===== config.mk =====
export PLATFORM = sky130hd
export DESIGN_NAME = inst_trace_buffer
export DESIGN_NICKNAME = d
export VERILOG_FILES = /design/src/rtl/trace_pkg.sv /design/src/rtl/trace_fifo.sv /design/src/rtl/inst_trace_buffer.sv
export SDC_FILE = /design/constraint.sdc
export NUM_CORES = 1
export LEC_CHECK = 0
export CAP_MARGIN = 10
export CORE_MARGIN = 5
export CORE_UTILIZATION = 50
export DETAILED_ROUTE_END_ITERATION = 7
export PLACE_DENSITY_LB_ADDON = 0.05
export REMOVE_ABC_BUFFERS = 1
export SYNTH_ARGS = -nofsm -noshare
export SYNTH_HDL_FRONTEND = slang
export SYNTH_SLANG_ARGS = --single-unit
export TNS_END_PERCENT = 20

===== constraint.sdc =====
create_clock -name clk_in -period 7.9 [get_ports clk_in]
set_input_delay 0.79 -clock clk_in [delete_from_list [all_inputs] [get_ports clk_in]]
set_output_delay 0.79 -clock clk_in [all_outputs]
set_load 0.02 [all_outputs]

===== src/rtl/trace_pkg.sv =====
// Shared types and constants for the instruction trace buffer.
// Entry layout is {pc, inst}, pc in the upper word.
package trace_pkg;

  localparam int ENTRY_W = 64;
  localparam logic [31:0] MARS_TEXT_BASE = 32'h0040_0000;

  typedef enum logic [1:0] {
    ST_IDLE    = 2'b00,
    ST_ARMED   = 2'b01,
    ST_CAPTURE = 2'b10,
    ST_DONE    = 2'b11
  } state_e;

  typedef struct packed {
    logic [31:0] pc;
    logic [31:0] inst;
  } entry_t;

  function automatic entry_t mk_entry(
    input logic [31:0] pc,
    input logic [31:0] inst
  );
    entry_t e;
    e.pc   = pc;
    e.inst = inst;
    return e;
  endfunction

endpackage


===== src/rtl/trace_fifo.sv =====
// Synchronous first-word-fall-through FIFO with wrap-bit pointers.
// A push into a full FIFO is accepted only when a pop frees the head slot.
module trace_fifo
  import trace_pkg::*;
#(
  parameter int DEPTH = 16,
  parameter int W     = ENTRY_W
) (
  input  logic         clk,
  input  logic         rst_n,
  input  logic         flush,
  input  logic         push,
  input  logic         pop,
  input  logic [W-1:0] wdata,
  output logic         full,
  output logic         empty,
  output logic [W-1:0] rdata
);

  localparam int AW = $clog2(DEPTH);

  logic [AW:0]  wr_q, wr_d;
  logic [AW:0]  rd_q, rd_d;
  logic [W-1:0] mem_q [DEPTH];
  logic         do_push;
  logic         do_pop;

  assign empty = (wr_q == rd_q);
  assign full  = (wr_q[AW] != rd_q[AW]) &&
                 (wr_q[AW-1:0] == rd_q[AW-1:0]);

  assign do_pop  = pop & ~empty;
  assign do_push = push & (~full | do_pop);

  always_comb begin
    wr_d = wr_q;
    rd_d = rd_q;
    if (flush) begin
      wr_d = '0;
      rd_d = '0;
    end else begin
      if (do_push) wr_d = wr_q + 1'b1;
      if (do_pop)  rd_d = rd_q + 1'b1;
    end
  end

  always_ff @(posedge clk or negedge rst_n) begin
    if (!rst_n) begin
      wr_q <= '0;
      rd_q <= '0;
    end else begin
      wr_q <= wr_d;
      rd_q <= rd_d;
    end
  end

  always_ff @(posedge clk) begin
    if (do_push && !flush) begin
      mem_q[wr_q[AW-1:0]] <= wdata;
    end
  end

  // Masked while empty so the output reads zero out of reset.
  assign rdata = empty ? '0 : mem_q[rd_q[AW-1:0]];

endmodule


===== src/rtl/inst_trace_buffer.sv =====
// Post-mortem trace of (pc, inst) pairs from a single-cycle CPU.
// Arms on command, triggers on a pc match, drains through valid/ready.
module inst_trace_buffer
  import trace_pkg::*;
#(
  parameter int DEPTH       = 16,
  parameter int CAPTURE_LEN = 16,
  parameter int SKIP_REPEAT = 1
) (
  input  logic        clk_in,
  input  logic        reset,
  input  logic [31:0] pc,
  input  logic [31:0] inst,
  input  logic        arm,
  input  logic        abort,
  input  logic [31:0] trig_pc,
  output logic        rd_valid,
  input  logic        rd_ready,
  output logic [63:0] rd_data,
  output logic [1:0]  state,
  output logic [$clog2(CAPTURE_LEN+1)-1:0] rec_count,
  output logic        overflow
);

  localparam int CW = $clog2(CAPTURE_LEN + 1);
  localparam logic [CW-1:0] LEN_C  = CW'(CAPTURE_LEN);
  localparam logic [CW-1:0] LAST_C = CW'(CAPTURE_LEN - 1);

  state_e        state_q, state_d;
  logic [31:0]   trig_q, trig_d;
  logic [CW-1:0] cnt_q, cnt_d;
  logic          ovf_q, ovf_d;
  logic [31:0]   last_pc_q, last_pc_d;
  logic          last_vld_q, last_vld_d;

  logic   flush;
  logic   rec;
  logic   full;
  logic   empty;
  logic   pop_ok;
  logic   hit_trig;
  logic   is_rep;
  entry_t wr_entry;

  assign wr_entry = mk_entry(pc, inst);
  assign pop_ok   = rd_ready & ~empty;
  assign hit_trig = (pc == trig_q);
  assign is_rep   = (SKIP_REPEAT != 0) && last_vld_q &&
                    (pc == last_pc_q);

  always_comb begin
    state_d    = state_q;
    trig_d     = trig_q;
    cnt_d      = cnt_q;
    ovf_d      = ovf_q;
    last_pc_d  = last_pc_q;
    last_vld_d = last_vld_q;
    flush      = 1'b0;
    rec        = 1'b0;

    if (abort) begin
      state_d = ST_IDLE;
    end else begin
      unique case (state_q)
        ST_IDLE, ST_DONE: begin
          if (arm) begin
            state_d    = ST_ARMED;
            trig_d     = trig_pc;
            flush      = 1'b1;
            cnt_d      = '0;
            ovf_d      = 1'b0;
            last_vld_d = 1'b0;
          end
        end
        ST_ARMED: begin
          if (hit_trig) begin
            rec     = 1'b1;
            state_d = (CAPTURE_LEN == 1) ? ST_DONE : ST_CAPTURE;
          end
        end
        ST_CAPTURE: begin
          if (cnt_q >= LEN_C) begin
            state_d = ST_DONE;
          end else if (!is_rep) begin
            rec = 1'b1;
            if (cnt_q == LAST_C) state_d = ST_DONE;
          end
        end
        default: state_d = ST_IDLE;
      endcase
    end

    // A dropped entry still counts and still updates the repeat filter.
    if (rec) begin
      last_pc_d  = pc;
      last_vld_d = 1'b1;
      if (cnt_q < LEN_C) cnt_d = cnt_q + 1'b1;
      if (full && !pop_ok) ovf_d = 1'b1;
    end
  end

  always_ff @(posedge clk_in or negedge reset) begin
    if (!reset) begin
      state_q    <= ST_IDLE;
      trig_q     <= '0;
      cnt_q      <= '0;
      ovf_q      <= 1'b0;
      last_pc_q  <= '0;
      last_vld_q <= 1'b0;
    end else begin
      state_q    <= state_d;
      trig_q     <= trig_d;
      cnt_q      <= cnt_d;
      ovf_q      <= ovf_d;
      last_pc_q  <= last_pc_d;
      last_vld_q <= last_vld_d;
    end
  end

  trace_fifo #(
    .DEPTH (DEPTH),
    .W     (ENTRY_W)
  ) u_fifo (
    .clk   (clk_in),
    .rst_n (reset),
    .flush (flush),
    .push  (rec),
    .pop   (rd_ready),
    .wdata (wr_entry),
    .full  (full),
    .empty (empty),
    .rdata (rd_data)
  );

  assign rd_valid  = ~empty;
  assign state     = state_q;
  assign rec_count = cnt_q;
  assign overflow  = ovf_q;

endmodule


==> impl_metrics.toml, run 1 <==
[worst_setup_path]
crit_buf_inv = 3
critical-path-top-delay-family = "buffers and inverters"
crit_chain = "buf_4 > buf_4 > mux4_2 > mux4_2 > nor2b_1 > clkdlybuf4s50_1"
crit_slowest_cell = "buf_4"
worstPathArrival_ns = 4.74
critPathKind = "flop to primary output"
worst-path-max-fanout = 61
worstSetupStartpointType = "flop"
cp-end-kind = "primary output"
max_stage_delay_ns = 0.83
required_ns = 7.11

[grt]
track_usage_pct = 21.1
grt_pass1_wl_um = 142000
grt_antenna_before_repair = 1
grt_pass1_vias = 21221
gr-total-overflow = 0
grt_max_degree = 135

[timing]
tightestPinTransition_ns = 1.16
maxSlewViolCount = 0
slew_headroom_pct = 23.0
layout_min_cycle_time_ns = 5.53
finalSetupViolCount = 0
finClkSkew_ns = 0.0316
finalCritPeriodShare_pct = 70.0
rsz0062_at_grt = "no"
max_freq_mhz = 181
hold_ws_ns = 0.502
hold_viol_final = 0

[synth]
synthCells = 1922
avgSynthCellArea_um2 = 22.4
synth_top_family_by_area = "multiplexers"
synth-edff-count = 1024
synth_cell_types = 39
yosysSeqAreaShare_pct = 76.4
synth-compound-area-share_pct = 0.303
ys_async_sr_fraction_pct = 7.50
synth_xor_area_share_pct = 1.30
synth_ff_type = "edfxtp_1"
synth_fa_ha_area_share_pct = 0.233
ys.warnings.count = 0
ys_ff_latch = 1107
muxShareOfSynthArea_pct = 17.8
synth-simple-area-share_pct = 3.00
syn-cell-area_mm2 = 0.0430

[clock_network]
post_cts_resize_count = 0
tritoncts = "yes"
clock_path_buffers = 3
clk-insertion-delay-late_ns = 0.66
cts_max_level = 3
clkSinkCount = 1107
root_buffer = "clkbuf_16"
clk_pin_slew_worst_paths_ns = 0.06
cts-buffers-inserted = 113
holdBufCountCts = 1
postCtsSetupRepairBufs = 0

[detailed_routing]
drc = 0
first_pass_iters = 5
vias = 19675
routed_wl_um = 95300
vias_per_cell = 5.78
detail_route.iter0.violations = 1699
detail_route.wl_per_cell_um = 28.0
ant_nets = 0

[die]
die_h_um = 303
rows = 107
start_util_pct = 50.4
die-width_um = 303
die_area_mm2 = 0.0920
boundaryPins = 174
core_area_mm2 = 0.0853

[finish]
utilization_pct = 58.5
final_nets = 2274
final_layout_size_suffix_gt1_share_pct = 24.2
area_delta_synth_final_pct = 16.1

[power_and_ir_drop]
power_density_mw_per_mm2 = 332
ir_drop_mv = 0.305
p_total_uw = 16600
p_leak_uw = 0.0159

[placement]
hpwlAfterDp_um = 51900
routabilityCongestion = 0.781
place.port_buffers = 173

[worst_hold_path]
hold_class = "flop to flop"

[run]
drv_cap = 0

[status]
outcome = "finished clean"
==> stage by stage <==
stage / instance area, um^2 / TNS [ns] / worst slack, ns / cells
after floorplan: 42600 / -5457.77 / -7.21 / 1827
after global placement: 46300 / 0 / 2.20 / 3193
after detailed placement: 46300 / 0 / 2.19 / 3193
after CTS: 49900 / 0 / 2.33 / 3404
after global routing: 49900 / 0 / 2.24 / 3404
final: 49900 / 0 / 2.37 / 3405
==> layout by cell type, fill, tap and decap left out, drive strengths merged, types with 3 or more instances in the layout <==
master	instances
dfrtp	83
mux4	320
nor3	4
edfxtp	1024
bufinv	11
xnor2	28
nand3	5
mux2	31
ha	8
xor2	36
inv	16
and3	13
clkinv	44
nand2	111
clkbuf	149
clkdlybuf4s50	172
buf	50
mux2i	8
nor2b	75
nand2b	4
nand4	12
clkinvlp	3
o21ai	8
nor4	10
nor2	17
==> sequential cells by signal, indices dropped and copies added, names as in the netlist <==
| signal | flops |
|---|---|
| u_fifo.mem_q | 1024 |
| u_fifo.rd_q | 5 |
| overflow | 1 |
| last_pc_q | 32 |
| u_fifo.wr_q | 5 |
| last_vld_q | 1 |
| trig_q | 32 |
| state | 2 |
| rec_count | 5 |
==> final timing paths <==
path / cells after the start / startpoint / to / slack (ns)
max reg2reg: 8 / trig_q[0] / u_fifo.mem_q[13][57] / 3.50
min in group asynchronous: 2 / reset / last_pc_q[14] / 0.54
max: 6 / u_fifo.rd_q[1] / rd_data[1] / 2.37
min: 2 / last_vld_q / last_vld_q / 0.50
min reg2reg: 2 / last_vld_q / last_vld_q / 0.50
max in group asynchronous: 3 / reset / u_fifo.rd_q[2] / 6.13
==> cell usage after synthesis, types with 10 or more instances <==
master       n  area [um^2]
nor2_1      17         63.8
mux2_1      29          327
nand4_1     12         75.1
xnor2_1     28          245
nand2_1    111          417
nor2b_1     75          469
clkbuf_1    58          218
inv_1       13         48.8
buf_2       26          130
xor2_1      36          315
edfxtp_1  1024        30700
and3_1      13         81.3
dfrtp_1     83         2080
mux4_2     320         7210
nor4_1      10         62.6
==> kinds of logic (layout without fill, tap and decap cells) <==
| logic type | count (synthesis) | count (layout) |
|---|---|---|
| flip-flops | 1107 | 1107 |
| multiplexers | 359 | 359 |
| AND/OR/NAND/NOR | 258 | 258 |
| buffers and inverters | 108 | 446 |
| XOR/XNOR | 64 | 64 |
| AO/OA/AOI/OAI | 18 | 18 |
| adder cells (fa/ha/maj) | 8 | 8 |
| other | 0 | 1 |
==> layer usage <==
metal	vias up	global-route usage [%]	part of all wire [%]
met5	-	0	0
met3	91	3.34	5.2
met2	518	34.4	49
met4	0	4.14	1.3
li1	8427	-	-
met1	10639	31.2	44
==> power by group <==
part / switching, uW / leakage [uW] / total [uW] / internal, uW
logic: 2190 / 0.00392 / 4460 / 2270
clock network: 2140 / 0.00176 / 5190 / 3060
registers: 305 / 0.0103 / 6910 / 6610
total: 4630 / 0.0159 / 16600 / 11900
==> final cells by class <==
cell class                 instances  area, um^2
clock inverter                    61         568
fill                            6245       35400
multi-input combinational        707        9820
timing repair buffer             223        2160
sequential                      1107       32800
tap                             1144        1430
clock buffer                     149        3050
antenna                            1        2.50
inverter                          13        48.8
==> tightest hold or removal path, delay by kind of cell, from the launching register on <==
family / cells / cell delay [ns]
flops: 1 / 0.35
simple gates: 2 / 0.12
Note: power is estimated with default switching activity, not from simulation.
==> inputs of run 2 (changes only) <==
==> constraint.sdc (replaced) <==
create_clock -name clk_in -period 5.6 [get_ports clk_in]
set_input_delay 0.56 -clock clk_in [delete_from_list [all_inputs] [get_ports clk_in]]
set_output_delay 0.56 -clock clk_in [all_outputs]
set_load 0.02 [all_outputs]
==> impl_metrics.toml, run 2 (same netlist as run 1, synthesis figures left out) <==
[worst_setup_path]
worst-path-max-fanout = 49
critPathKind = "flop to primary output"
max_stage_delay_ns = 0.89
critical-path-top-delay-family = "multiplexers"
required_ns = 5.04
cp-end-kind = "primary output"
worstRegToRegCells = 10
worstSetupStartpointType = "flop"
crit_buf_inv = 2
worstPathArrival_ns = 3.92
critical_path_depth = 5
crit_top_cell = "mux4_2"
crit_chain = "buf_12 > mux4_2 > mux4_2 > nor2b_1 > clkdlybuf4s50_1"
crit_slowest_cell = "dfrtp_4"

[detailed_routing]
routed_wl_um = 98900
vias = 20165
vias_per_cell = 5.87
drc = 0
ant_nets = 0
first_pass_iters = 5
detail_route.wl_per_cell_um = 28.8
detail_route.iter0.violations = 1740

[clock_network]
clock_path_buffers = 3
cts-buffers-inserted = 112
tritoncts = "yes"
cts_max_level = 3
clk_pin_slew_worst_paths_ns = 0.06
postCtsSetupRepairBufs = 0
clk-insertion-delay-late_ns = 0.67
root_buffer = "clkbuf_16"
clkSinkCount = 1107

[finish]
utilization_pct = 59.1
most-common-layout-cells = "edfxtp_1 (1,024), mux4_2 (320), clkdlybuf4s50_1 (172), clkbuf_16 (114), nand2_1 (111)"
final_nets = 2310
final_layout_size_suffix_gt1_share_pct = 25.6
final_common_cell = "edfxtp_1"
largest_register_ffs = 1024
area_delta_synth_final_pct = 17.3

[grt]
track_usage_pct = 21.9
grt_pass1_vias = 21411
gr-total-overflow = 0
grtUsageMet2_pct = 36.1
grt.busiest_layer = "met2"
use_met3_pct = 3.11
grtUsageMet1_pct = 32.3
grt_max_degree = 79
grt_pass1_wl_um = 147000
grt_antenna_before_repair = 3

[status]
outcome = "finished clean"

[timing]
finClkSkew_ns = 0.0315
maxSlewViolCount = 0
hold_viol_final = 0
max_freq_mhz = 223
layout_min_cycle_time_ns = 4.48
tightestPinTransition_ns = 1.04
slew_headroom_pct = 30.3
finalCritPeriodShare_pct = 80.0
finalSetupViolCount = 0
worst_slack_ns = 1.12
rsz0062_at_grt = "no"

[placement]
place_ws_ns = 0.858
place.port_buffers = 173
hpwlAfterDp_um = 57900
routabilityCongestion = 0.779

[die]
die_h_um = 303
boundaryPins = 174
die-width_um = 303
core_area_mm2 = 0.0853
rows = 107
die_area_mm2 = 0.0920
start_util_pct = 50.4

[power_and_ir_drop]
p_total_uw = 23400
power_density_mw_per_mm2 = 464
p_leak_uw = 0.0162
ir_drop_mv = 0.415

[run]
drv_cap = 0

[worst_hold_path]
hold_class = "input pin to asynchronous set/reset pin"
-- run 2: stage by stage --
step	TNS [ns]	cell area (um^2)	hold slack, ns	cells
floorplan	-7972.82	42600	0.264	1827
global placement	0	46900	0.367	3230
detailed placement	0	46900	0.371	3230
CTS	0	50400	0.188	3436
global route	0	50400	0.222	3437
finish	0	50400	0.227	3437
-- run 2: worst register-to-register path, delay by kind of cell (launching register included) --
family | cells | cell delay [ns]
DFF | 1 | 0.45
and+or+nand+nor | 5 | 2.09
AOI/OAI and AO/OA | 1 | 0.13
xor gates and xnor gates | 1 | 0.17
buffers and inverters | 3 | 0.79
-- run 2: metal layers --
layer	vias to the layer above	share of wire, %
met2	603	50
met4	0	1.5
met1	10937	43
li1	8525	-
met5	-	0
met3	100	5.3
-- run 2: worst paths after layout --
kind | startpoint | end | slack [ns]
setup / recovery | u_fifo.rd_q[0] | rd_data[11] | 1.12
hold / removal | reset | trig_q[2] | 0.23
setup reg to reg | trig_q[27] | u_fifo.mem_q[8][19] | 1.67
hold reg to reg | last_vld_q | last_vld_q | 0.47
max in group asynchronous | reset | u_fifo.rd_q[3] | 4.01
min in group clk_in | trig_pc[25] | trig_q[25] | 0.42
-- run 2: layout make-up --
class | count | area (um^2)
Multi-Input combinational cell | 707 | 9820
Sequential cell | 1107 | 32800
Timing Repair Buffer | 260 | 2790
Fill cell | 6159 | 34800
Clock buffer | 157 | 3080
Inverter | 13 | 48.8
Tap cell | 1144 | 1430
Clock inverter | 48 | 422
Antenna cell | 1 | 2.50
-- run 2: repair_timing --
item / 4_1_cts / 5_1_grt
endpoints found under the hold margin: 5 / 0
hold buffers: 1 / 0
resized for setup: 0 / 0
-- run 2: power by group --
part	internal (uW)	switching, uW
clock	4140	3010
sequential	9320	410
combinational	3310	3200
==> inputs of run 3 (changes only) <==
==> constraint.sdc (replaced) <==
create_clock -name clk_in -period 4.58 [get_ports clk_in]
set_input_delay 0.458 -clock clk_in [delete_from_list [all_inputs] [get_ports clk_in]]
set_output_delay 0.458 -clock clk_in [all_outputs]
set_load 0.02 [all_outputs]
==> impl_metrics.toml, run 3 (same netlist as run 1, synthesis figures left out) <==
[worst_setup_path]
required_ns = 4.12
worstRegToRegCells = 9
crit_top_cell = "mux4_2"
critPathKind = "flop to primary output"
max_stage_delay_ns = 0.85
worst-path-max-fanout = 33
r2r_start = "trig_q[27]"
ff2ff_setup_slack_ns = 1.13
crit_chain = "buf_4 > mux4_2 > mux4_2 > nor2b_1 > clkdlybuf4s50_1"
cp-end-kind = "primary output"
worstSetupStartpointType = "flop"
r2r-end = "u_fifo.mem_q[5][10]"
crit_slowest_cell = "dfrtp_4"
worstPathArrival_ns = 3.78

[grt]
grt_pass1_vias = 21399
grt_pass1_wl_um = 144000
gr-total-overflow = 0
grt_antenna_before_repair = 1
track_usage_pct = 21.6
grt_max_degree = 65

[timing]
maxSlewViolCount = 0
finalCritPeriodShare_pct = 92.6
slew_headroom_pct = 40.6
rsz0062_at_grt = "no"
max_freq_mhz = 236
finalSetupTns_ns = 0
hold_viol_final = 0
worst_slack_ns = 0.339
finalSetupViolCount = 0
finClkSkew_ns = 0.0289
layout_min_cycle_time_ns = 4.24
hold_ws_ns = 0.318
tightestPinTransition_ns = 0.891

[clock_network]
tritoncts = "yes"
cts-buffers-inserted = 112
clkSinkCount = 1107
cts_max_level = 3
post_cts_resize_count = 0
root_buffer = "clkbuf_16"
clock_path_buffers = 3
clk-insertion-delay-late_ns = 0.67
clk_pin_slew_worst_paths_ns = 0.06

[die]
die-width_um = 303
rows = 107
die_area_mm2 = 0.0920
die_h_um = 303
core_area_mm2 = 0.0853
boundaryPins = 174
start_util_pct = 50.4

[finish]
largest_register_ffs = 1024
final_cell_area_mm2 = 0.0508
final_nets = 2323
most-common-layout-cells = "edfxtp_1 (1,024), mux4_2 (320), clkdlybuf4s50_1 (172), clkbuf_16 (115), nand2_1 (111)"
area_delta_synth_final_pct = 18.3
final_layout_size_suffix_gt1_share_pct = 26.3
final_common_cell = "edfxtp_1"

[worst_hold_path]
holdCritStartpoint = "trig_pc[21]"
hold_class = "input pin to flop"
min_to = "trig_q[21]"
whs_path_depth = 3

[placement]
place_ws_ns = 0.366
placed_cell_area_mm2 = 0.0471
place.port_buffers = 173
hpwlAfterDp_um = 55700
routabilityCongestion = 0.765

[detailed_routing]
top_layer = "met4"
wl_met3_um = 5120
vias_per_cell = 5.82
routed_wl_um = 97600
vias = 20121
drc = 0
detail_route.wl_per_cell_um = 28.2
first_pass_iters = 5
detail_route.iter0.violations = 1694
ant_nets = 0
drt-met1-wl_um = 43200
wl_met2_um = 47900

[power_and_ir_drop]
p_leak_uw = 0.0163
power_density_mw_per_mm2 = 569
ir_drop_mv = 0.375
p_total_uw = 28900

[status]
outcome = "finished clean"

[run]
drv_cap = 0
==> run 3: changes by cell type in the layout (fill, tap and decap cells not counted), moves of 3 or more <==
cell        previous run  this run
clkbuf_8               7         3
inv_6                  4         1
bufinv_16              7        12
clkinv_1              15        28
clkinvlp_4             4         8
buf_12                32        42
clkinv_8               0         3
clkbuf_1              36        19
buf_4                 55        58
==> run 3: what timing repair did <==
action | 4_1_cts | 5_1_grt
hold endpoints to repair | 55 | 0
hold buffers | 1 | 0
setup buffers | 0 | 0
==> run 3: worst max path at each step <==
stage | startpoint | endpoint | slack [ns] | depth (start not counted)
6_report | u_fifo.rd_q[1] | rd_data[7] | 0.34 | 5
3_5_place_dp | pc[8] | u_fifo.mem_q[5][37] | 0.37 | 10
5_1_grt | u_fifo.rd_q[1] | rd_data[7] | 0.21 | 5
2_1_floorplan | u_fifo.rd_q[0] | u_fifo.mem_q[3][0] | -10.53 | 5
3_3_place_gp | pc[8] | u_fifo.mem_q[5][37] | 0.39 | 10
4_1_cts | u_fifo.rd_q[1] | rd_data[7] | 0.25 | 5
==> run 3: final cells by class <==
cell class	instances	area, um^2
diodes	1	2.50
fillers	6133	34400
clock buffers	137	2990
repair buffers	273	3010
well taps	1144	1430
flip-flops and latches	1107	32800
inverters	13	48.8
clock inverters	73	703
multi-input cells	707	9820
==> run 3: critical path: cells and delay by family (launching register included) <==
family / cells / cell delay (ns)
buffers and inverters: 2 / 1.15
muxes: 2 / 0.91
DFF: 1 / 0.85
and+or+nand+nor: 1 / 0.17
==> run 3: layer usage <==
metal	track usage (%)	vias to the layer above
li1	-	8545
met1	32.3	10883
met2	34.7	602
met3	3.17	91
met4	4.31	0
met5	0	-
==> run 3: metrics by stage <==
stage / cells / utilization (%)
6_report: 3455 / 59.6
4_1_cts: 3454 / 59.6
5_1_grt: 3454 / 59.6
3_5_place_dp: 3243 / 55.3
2_1_floorplan: 1827 / -
3_3_place_gp: 3243 / 55.3
==> run 3: power breakdown <==
group / internal, uW / leakage (uW) / switching, uW / total (uW)
Combinational: 4090 / 0.00429 / 3960 / 8040
Sequential: 11400 / 0.0103 / 425 / 11800
Clock: 5310 / 0.00179 / 3740 / 9050
==> patch: new RTL, config.mk and constraints of run 2 <==
Make the reset (`reset` and `rst_n`) synchronous in 2 clocked blocks.
--- a/src/rtl/trace_fifo.sv
+++ b/src/rtl/trace_fifo.sv
@@ -44,7 +44,7 @@
     end
   end
 
-  always_ff @(posedge clk or negedge rst_n) begin
+  always_ff @(posedge clk) begin
     if (!rst_n) begin
       wr_q <= '0;
       rd_q <= '0;
--- a/src/rtl/inst_trace_buffer.sv
+++ b/src/rtl/inst_trace_buffer.sv
@@ -99,7 +99,7 @@
     end
   end
 
-  always_ff @(posedge clk_in or negedge reset) begin
+  always_ff @(posedge clk_in) begin
     if (!reset) begin
       state_q    <= ST_IDLE;
       trig_q     <= '0;
Function: differs if reset is asserted again (counterexample within 4 cycles, from zero or initial values and one cycle with reset low); with reset held inactive, the same outputs for 4 cycles.
==> patch against run 2 <==
Utilization fell by 0.24 points. Sequential cell count is 4 higher. Area after synthesis rose by 0.12%. Sequential share of layout area fell by 0.40 points. Highest routed layer unchanged. Clock skew fell by 0.0063 ns. Worst setup slack hardly changed. Count of clock-buffer cells in the layout decreased by 19. Routed wire length fell by 3.3%. Global-route usage shrank 0.83 points. Final area shrank 0.41%. Die area up 0.11%. Fmax about the same.
Power is not compared: it rests on default switching activity, and its combinational part moved more than twofold at a synthesized area within 25%.
==> patch: results (changes against run 2) <==
The flow ran to the end, and the final reports show no timing, DRC or antenna violations. The mean area per synthesized cell came to 21.9 µm² (-2.1%). The share of final-layout standard cells stronger than drive strength 1 came out at 24.7% (-0.90 points). The share of the synthesized netlist area taken by xor and xnor gates came out at 1.49% (+0.18 points). Counting instances in the post-synthesis netlist gives the leading cell types as edfxtp_1, mux4_2, nor2b_1, dfxtp_1, nand2_1.

The delay contributed by the slowest stage of the critical path is 0.81 ns (-0.08 ns). The transition time of the tightest slew-check pin is 1.02 ns (-0.0125 ns). The number of filler instances in the final layout is 6142 (-0.28%). The final non-filler cell total came to 3457 (+0.58%). The via-per-instance ratio came out at 5.82 (-0.79%). The DRC marker count from the first detailed-route iteration came out at 1645 (-5.5%).

The global-route usage over all layers came out at 21.1% (-0.83 points). The total instance count after detailed placement is 3251 (+0.65%). The area share of fa/ha/maj cells after synthesis came out at 0.291% (+0.058 points). The share of flip-flops with an asynchronous set or reset after synthesis came out at 0% (-7.5 points).

The path depth of the worst reg2reg path came out at 9 (-1). The type of the most critical hold path is reg2reg. The share of the synthesized area in compound gates (AO/OA/AOI/OAI) is 0.884% (+0.58 points). The half-perimeter wire length after placement is 55500 µm (-4.1%).

The placed instance area came to 0.0467 mm² (-0.43%). For this design, the slowest cell found on the critical path is dfxtp_4. The total wire length is 95700 µm (-3.3%).

The weighted congestion reported at the end of routability-driven placement is 0.742 (-4.8%). The worst clock skew on the final layout came to 0.0253 ns (-0.00627 ns). On the critical path the largest part of the delay comes from buffers and inverters. The number of nets in the layout is 2331 (+0.91%).
-- patch: cell count changes in the layout (fill, tap and decap cells not counted), sizes merged, moves of 27 or more --
cell | run 2 | this run
a21boi | 0 | 33
dfrtp | 83 | 0
dfxtp | 0 | 87
mux2 | 31 | 0
mux2i | 8 | 37
nand2 | 111 | 78
nor2b | 75 | 102
xor2 | 36 | 66
-- patch: worst reg2reg max path, stage by stage (launching register included) --
cell and delay [ns]:
dfxtp_1 0.32, xor2_1 0.18, nor4_1 0.35, nand4_1 0.20
nor2_1 0.34, a32oi_4 0.20, nor2_1 0.14, buf_4 0.21
and3_4 0.58, buf_12 0.28
-- patch: layout make-up --
type                       count  area, µm²  area share, %
antenna                        2       5.00        0.00996
clock buffer                 138       2980           5.94
clock inverter                66        524           1.04
inverter                       9       33.8         0.0673
multi-input combinational    746      10200           20.3
sequential                  1111      32500           64.7
tap                         1144       1430           2.85
timing repair buffer         241       2560           5.10
-- patch: metal layers --
layer | vias up | wire length (µm) | global-route usage [%]
li1 | 8625 | - | -
met1 | 10800 | 41800 | 31.1
met2 | 554 | 47000 | 34.3
met3 | 105 | 5260 | 3.20
met4 | 0 | 1600 | 4.84
met5 | - | 0 | 0
-- patch: logic make-up (layout without fill, tap and decap cells) --
group                    Yosys count  count (layout)
AO/OA/AOI/OAI                     51              51
XOR/XNOR                          73              73
adder cells (fa/ha/maj)           10              10
buffers and inverters            108             454
flip-flops                      1111            1111
multiplexers                     357             357
other                              0               2
AND/OR/NAND/NOR                  255             255
-- patch: through the flow --
| step | hold slack, ns | worst slack [ns] | power (mW) |
|---|---|---|---|
| 2_1_floorplan | 0.423 | -6.78 | 9.33 |
| 3_3_place_gp | 0.432 | 1.08 | 9.57 |
| 3_5_place_dp | 0.443 | 1.02 | 9.58 |
| 4_1_cts | 0.434 | 1.02 | 16.7 |
| 5_1_grt | 0.480 | 0.924 | 17.1 |
| 6_report | 0.450 | 1.12 | 16.5 |
-- patch: report_power, final --
group / internal (mW) / switching [mW] / leakage, nW / total, mW
combinational: 0.120 / 0.207 / 3.93 / 0.327
clock: 4.12 / 2.98 / 1.72 / 7.10
sequential: 9.06 / 0.0126 / 9.91 / 9.08
total: 13.3 / 3.20 / 15.6 / 16.5
-- patch: worst paths after layout --
check / start / end
max: register / rd_data[60]
min: last_vld_q / last_vld_q
max reg2reg: trig_q[9] / u_fifo.mem_q[6][33]
min reg2reg: last_vld_q / last_vld_q
